==> src/rtl/arbitro_extensor_if.sv <==
// Handshake bundle for arbitro_extensor: two requesters in, one tagged result out.
// slave = the extension unit, master = requesters plus result consumer.
interface arbitro_extensor_if #(
    parameter int LARGURA_IN  = 16,
    parameter int LARGURA_OUT = 32
);
    logic                   req0;
    logic                   req1;
    logic [LARGURA_IN-1:0]  imm0;
    logic [LARGURA_IN-1:0]  imm1;
    logic [1:0]             modo0;
    logic [1:0]             modo1;
    logic                   gnt0;
    logic                   gnt1;
    logic                   res_valid;
    logic                   res_ready;
    logic [LARGURA_OUT-1:0] res_dado;
    logic                   res_id;
    logic                   ocupado;

    modport slave (
        input  req0, req1, imm0, imm1, modo0, modo1, res_ready,
        output gnt0, gnt1, res_valid, res_dado, res_id, ocupado
    );

    modport master (
        output req0, req1, imm0, imm1, modo0, modo1, res_ready,
        input  gnt0, gnt1, res_valid, res_dado, res_id, ocupado
    );
endinterface

==> src/rtl/arbitro_extensor.sv <==
// Round-robin shared immediate extender (sign/zero/upper) with registered, tagged result.
// Define ARBITRO_EXTENSOR_UPPER_EN to enable mode 2 (upper placement); otherwise mode 2 flags erro.
module arbitro_extensor #(
    parameter int LARGURA_IN  = 16,
    parameter int LARGURA_OUT = 32
) (
    input  logic              clock,
    input  logic              reset_n,
    arbitro_extensor_if.slave bus
);
    localparam int EXT = LARGURA_OUT - LARGURA_IN;

    typedef enum logic {
        VAZIO = 1'b0,
        CHEIO = 1'b1
    } estado_t;

    estado_t                estado;
    estado_t                proximo;
    logic                   ultimo;
    logic                   erro;
    logic                   livre;
    logic                   gnt0;
    logic                   gnt1;
    logic                   concedido;
    logic                   sel;
    logic [LARGURA_IN-1:0]  imm_sel;
    logic [1:0]             modo_sel;
    logic [LARGURA_OUT-1:0] estendido;
    logic                   invalido;
    logic [LARGURA_OUT-1:0] dado;
    logic                   id;

    assign livre = (estado == VAZIO) || bus.res_ready;

    // Grants are held low during reset so a waiting requester is not captured.
    always_comb begin
        gnt0 = 1'b0;
        gnt1 = 1'b0;
        if (reset_n && livre) begin
            if (bus.req0 && bus.req1) begin
                gnt0 = ultimo;
                gnt1 = !ultimo;
            end else begin
                gnt0 = bus.req0;
                gnt1 = bus.req1;
            end
        end
    end

    assign concedido = gnt0 || gnt1;
    assign sel       = gnt1;
    assign imm_sel   = sel ? bus.imm1  : bus.imm0;
    assign modo_sel  = sel ? bus.modo1 : bus.modo0;

    always_comb begin
        estendido = '0;
        invalido  = 1'b0;
        case (modo_sel)
            2'd0: estendido = {{EXT{imm_sel[LARGURA_IN-1]}}, imm_sel};
            2'd1: estendido = {{EXT{1'b0}}, imm_sel};
`ifdef ARBITRO_EXTENSOR_UPPER_EN
            2'd2: estendido = {imm_sel, {EXT{1'b0}}};
`else
            2'd2: begin
                estendido = '0;
                invalido  = 1'b1;
            end
`endif
            default: begin
                estendido = '0;
                invalido  = 1'b1;
            end
        endcase
    end

    always_comb begin
        proximo = estado;
        case (estado)
            VAZIO: if (concedido) proximo = CHEIO;
            CHEIO: if (bus.res_ready && !concedido) proximo = VAZIO;
            default: proximo = VAZIO;
        endcase
    end

    always_ff @(posedge clock or negedge reset_n) begin
        if (!reset_n) begin
            estado <= VAZIO;
        end else begin
            estado <= proximo;
        end
    end

    // Pointer starts at 1 so the first contested grant goes to requester 0.
    always_ff @(posedge clock or negedge reset_n) begin
        if (!reset_n) begin
            dado   <= '0;
            id     <= 1'b0;
            ultimo <= 1'b1;
            erro   <= 1'b0;
        end else if (concedido) begin
            dado   <= estendido;
            id     <= sel;
            ultimo <= sel;
            if (invalido) erro <= 1'b1;
        end
    end

    assign bus.gnt0      = gnt0;
    assign bus.gnt1      = gnt1;
    assign bus.res_valid = (estado == CHEIO);
    assign bus.res_dado  = dado;
    assign bus.res_id    = id;
    assign bus.ocupado   = (estado == CHEIO) || bus.req0 || bus.req1;
endmodule

==> src/flat_wrapper.sv <==
// flat-port wrapper written by rule: the top's interface ports become plain ports
module arbitro_extensor_flat 
#(
    parameter int LARGURA_IN  = 16,
    parameter int LARGURA_OUT = 32
)
  (clock, reset_n, bus_req0, bus_req1, bus_imm0, bus_imm1, bus_modo0, bus_modo1, bus_res_ready, bus_gnt0, bus_gnt1, bus_res_valid, bus_res_dado, bus_res_id, bus_ocupado);
  arbitro_extensor_if #(.LARGURA_IN(LARGURA_IN), .LARGURA_OUT(LARGURA_OUT)) bus_i ();
  input  logic clock;
  input  logic reset_n;
  input wire logic [$bits(bus_i.req0)-1:0] bus_req0;
  input wire logic [$bits(bus_i.req1)-1:0] bus_req1;
  input wire logic [$bits(bus_i.imm0)-1:0] bus_imm0;
  input wire logic [$bits(bus_i.imm1)-1:0] bus_imm1;
  input wire logic [$bits(bus_i.modo0)-1:0] bus_modo0;
  input wire logic [$bits(bus_i.modo1)-1:0] bus_modo1;
  input wire logic [$bits(bus_i.res_ready)-1:0] bus_res_ready;
  output wire logic [$bits(bus_i.gnt0)-1:0] bus_gnt0;
  output wire logic [$bits(bus_i.gnt1)-1:0] bus_gnt1;
  output wire logic [$bits(bus_i.res_valid)-1:0] bus_res_valid;
  output wire logic [$bits(bus_i.res_dado)-1:0] bus_res_dado;
  output wire logic [$bits(bus_i.res_id)-1:0] bus_res_id;
  output wire logic [$bits(bus_i.ocupado)-1:0] bus_ocupado;
  assign bus_i.req0 = bus_req0;
  assign bus_i.req1 = bus_req1;
  assign bus_i.imm0 = bus_imm0;
  assign bus_i.imm1 = bus_imm1;
  assign bus_i.modo0 = bus_modo0;
  assign bus_i.modo1 = bus_modo1;
  assign bus_i.res_ready = bus_res_ready;
  assign bus_gnt0 = bus_i.gnt0;
  assign bus_gnt1 = bus_i.gnt1;
  assign bus_res_valid = bus_i.res_valid;
  assign bus_res_dado = bus_i.res_dado;
  assign bus_res_id = bus_i.res_id;
  assign bus_ocupado = bus_i.ocupado;
  arbitro_extensor #(.LARGURA_IN(LARGURA_IN), .LARGURA_OUT(LARGURA_OUT)) u_core (.clock(clock), .reset_n(reset_n), .bus(bus_i));
endmodule
==> config.mk <==
export PLATFORM = sky130hd
export DESIGN_NAME = arbitro_extensor_flat
export DESIGN_NICKNAME = d
export VERILOG_FILES = /design/src/rtl/arbitro_extensor_if.sv /design/src/rtl/arbitro_extensor.sv /design/src/flat_wrapper.sv
export SDC_FILE = /design/constraint.sdc
export NUM_CORES = 1
export LEC_CHECK = 0
export CORE_ASPECT_RATIO = 0.7
export CORE_MARGIN = 1.5
export CORE_UTILIZATION = 37
export CTS_CLUSTER_DIAMETER = 40
export DETAILED_ROUTE_END_ITERATION = 10
export HOLD_SLACK_MARGIN = 0.05
export PLACE_DENSITY = 0.83
export REMOVE_ABC_BUFFERS = 1
export SLEW_MARGIN = 20
export SYNTH_ARGS = -nofsm -noshare
export SYNTH_HDL_FRONTEND = slang
export SYNTH_SLANG_ARGS = --single-unit
export TNS_END_PERCENT = 30
==> constraint.sdc <==
create_clock -name clock -period 3.5 [get_ports clock]
set_input_delay 0.525 -clock clock [delete_from_list [all_inputs] [get_ports clock]]
set_output_delay 0.525 -clock clock [all_outputs]
set_load 0.01 [all_outputs]
==> metrics.txt <==
Clock Pin Slew Worst Setup and Hold Paths 0.07 ns; Hold Path Sink u_core.bus.res_dado[15]; fin nets 216; Synth-to-Final Area Change 67.9%; actual slew at the worst max-slew pin 0.518 ns; critical path cell sequence clkdlybuf4s50_1 > a21boi_2 > nand3_2 > inv_1 > clkdlybuf4s50_1; Yosys reg bits 20; Port Buffers 77; clock sink count 20; vias in the first global route 895; Die Wd 68.1 um; Peak Freq 0.385 GHz; WL final 2630 um; DR pass1 iterations 3; CTS-repair resized insts 0; CTS tree done; Post-DRT Antenna Nets 0; Num CTS Buffers 3; Max-Cap Viols 0; CP Class in2out; largest net degree at the start of global routing 24; FFs w/ async S/R, synth 100%; static leakage 0.856 nW; RR Endpoint u_core.bus.res_dado[11]; Worst Hold Slack 0.483 ns; commonest non-fill, non-tap cell in the layout clkdlybuf4s50_1; Worst-Skew Late Latency 0.26 ns; CP max FO 4; Crit-path slowest cell clkdlybuf4s50_1; R2R depth 5; Max-slew headroom 65.5%; H-tree Lvls 1; Worst setup EP type primary output; Synth top area share 43.3%; DR vias 1018; synthesized area per cell 9.99 sq um; Arr. time, crit path 2.07 ns; Max Transition Viols Final 0; Clock Skews 0.00621 ns; WP buf/inv 3; # hold bufs at CTS 0; Post-CTS Setup Bufs 0; Antenna diodes 0; Remaining DRCs 0; leading area contributor after synthesis dfrtp_1; GRT Overall Usage 16.9%; Most used DFF post-synth dfrtp_1; Die H 48.6 um; first-pass GRT wire length 4080 um; CTS Root Cell clkbuf_8; final hold violations 0; CTS Buffer Depth 2; CP max stage delay 0.54 ns; DP Wirelength 2040 um; initial antenna violation count 0; unrepaired setup endpoints after global routing false; most frequent cells in the layout clkdlybuf4s50_1, nand2_1, dfrtp_1; critical path data required time 2.97 ns; initial core utilization 39.2%; WL/cell 12.5 um; EDFF count, synth 0; Reg2Reg Launch Point u_core.bus.res_valid; outcome completed; Setup TNS 0 ns; CP most frequent cell clkdlybuf4s50_1; distinct cell type count after synthesis 22; min cycle time layout 2.60 ns; Die ar. 3310 sq um; synthesized instance count 110; layout cell share with drive strength beyond 1 8.05%; Ys Warns 0; Row Count 16; Cell Area, Synth 1100 sq um; gpl congestion 0.706; largest delay contributor family on the critical path buffers and inverters; core area 2800 sq um; WHS Path Cells 2; ranking of synthesized cells by area dfrtp_1, mux2i_1, buf_4; Pwr per Cell Area 400 nW/um^2; Ports 78; grt ovf 0; fin crit share 74.3%; Setup violations, final 0; IR drop worst, VDD 0.310 mV; r2r setup slk 1.85 ns; DR iter-0 viols 5; vias per cell 4.85; Seq/Total Area, Yosys 45.7%; hold_sp u_core.bus.res_dado[15]; Setup crit start kind primary input; worst min path class reg2reg
==> flip-flops by register name, indices dropped and copies added (netlist names) <==
| name | count |
|---|---|
| u_core.bus.res_dado | 17 |
| u_core.ultimo | 1 |
| u_core.bus.res_id | 1 |
| u_core.bus.res_valid | 1 |
==> cells by family after synthesis <==
group | count (synthesis) | synth area share, %
flip-flops | 20 | 45.7
buffers and inverters | 22 | 14.1
AO/OA/AOI/OAI | 21 | 12.1
multiplexers | 17 | 15.9
AND/OR/NAND/NOR | 30 | 12.2
==> worst max-delay path by stage <==
| stage | from | endpoint | slack [ns] | depth (start not counted) |
|---|---|---|---|---|
| finish | bus_req1 | bus_gnt1 | 0.90 | 5 |
| global route | bus_req1 | bus_gnt1 | 0.84 | 5 |
| CTS | bus_req1 | bus_gnt1 | 0.91 | 5 |
| detailed placement | bus_req1 | bus_gnt1 | 0.91 | 5 |
| global placement | bus_req1 | bus_gnt1 | 0.99 | 5 |
| floorplan | bus_req1 | bus_gnt1 | 1.62 | 3 |
==> power by group <==
part	internal [mW]	switching (mW)
Clock	0.100	0.0741
Combinational	0.164	0.104
Sequential	0.270	0.0249
Total	0.534	0.203
==> per-layer routing <==
metal | global-route usage [%] | vias up | routed length, um
met5 | 0 | - | 0
met4 | 6.33 | 0 | 44
met3 | 7.91 | 8 | 310
met2 | 26.9 | 57 | 1250
met1 | 19.5 | 469 | 1030
li1 | - | 484 | -
==> tightest hold or removal path: cells and delay by family, from the launching register on <==
kind,cells,cell delay (ns)
flip-flops,1,0.34
AO/OA/AOI/OAI,1,0.05
AND/OR/NAND/NOR,1,0.06
==> metrics by stage <==
stage	cell area, sq um	instances	power [mW]	setup WS (ns)	util, %
floorplan	951	90	0.390	1.62	-
global placement	1790	206	0.563	0.990	63.8
detailed placement	1790	206	0.571	0.909	63.8
CTS	1840	210	0.745	0.905	65.8
global route	1840	210	0.777	0.838	65.8
finish	1840	210	0.737	0.900	65.8
==> synth_stat cells (2+ instances only) <==
| cell type | n |
|---|---|
| buf_4 | 15 |
| buf_6 | 2 |
| clkbuf_1 | 2 |
| dfrtp_1 | 19 |
| inv_1 | 2 |
| mux2i_1 | 16 |
| nand2_1 | 22 |
| nand2b_1 | 2 |
| nor2_1 | 2 |
| o21ai_1 | 16 |
==> layout make-up <==
cell class | count | area, sq um
flip-flops and latches | 20 | 502
clock buffers | 4 | 55.1
repair buffers | 80 | 793
well taps | 36 | 45.0
fillers | 219 | 958
inverters | 2 | 7.51
multi-input cells | 68 | 442
Note: power is estimated with default switching activity, not from simulation.
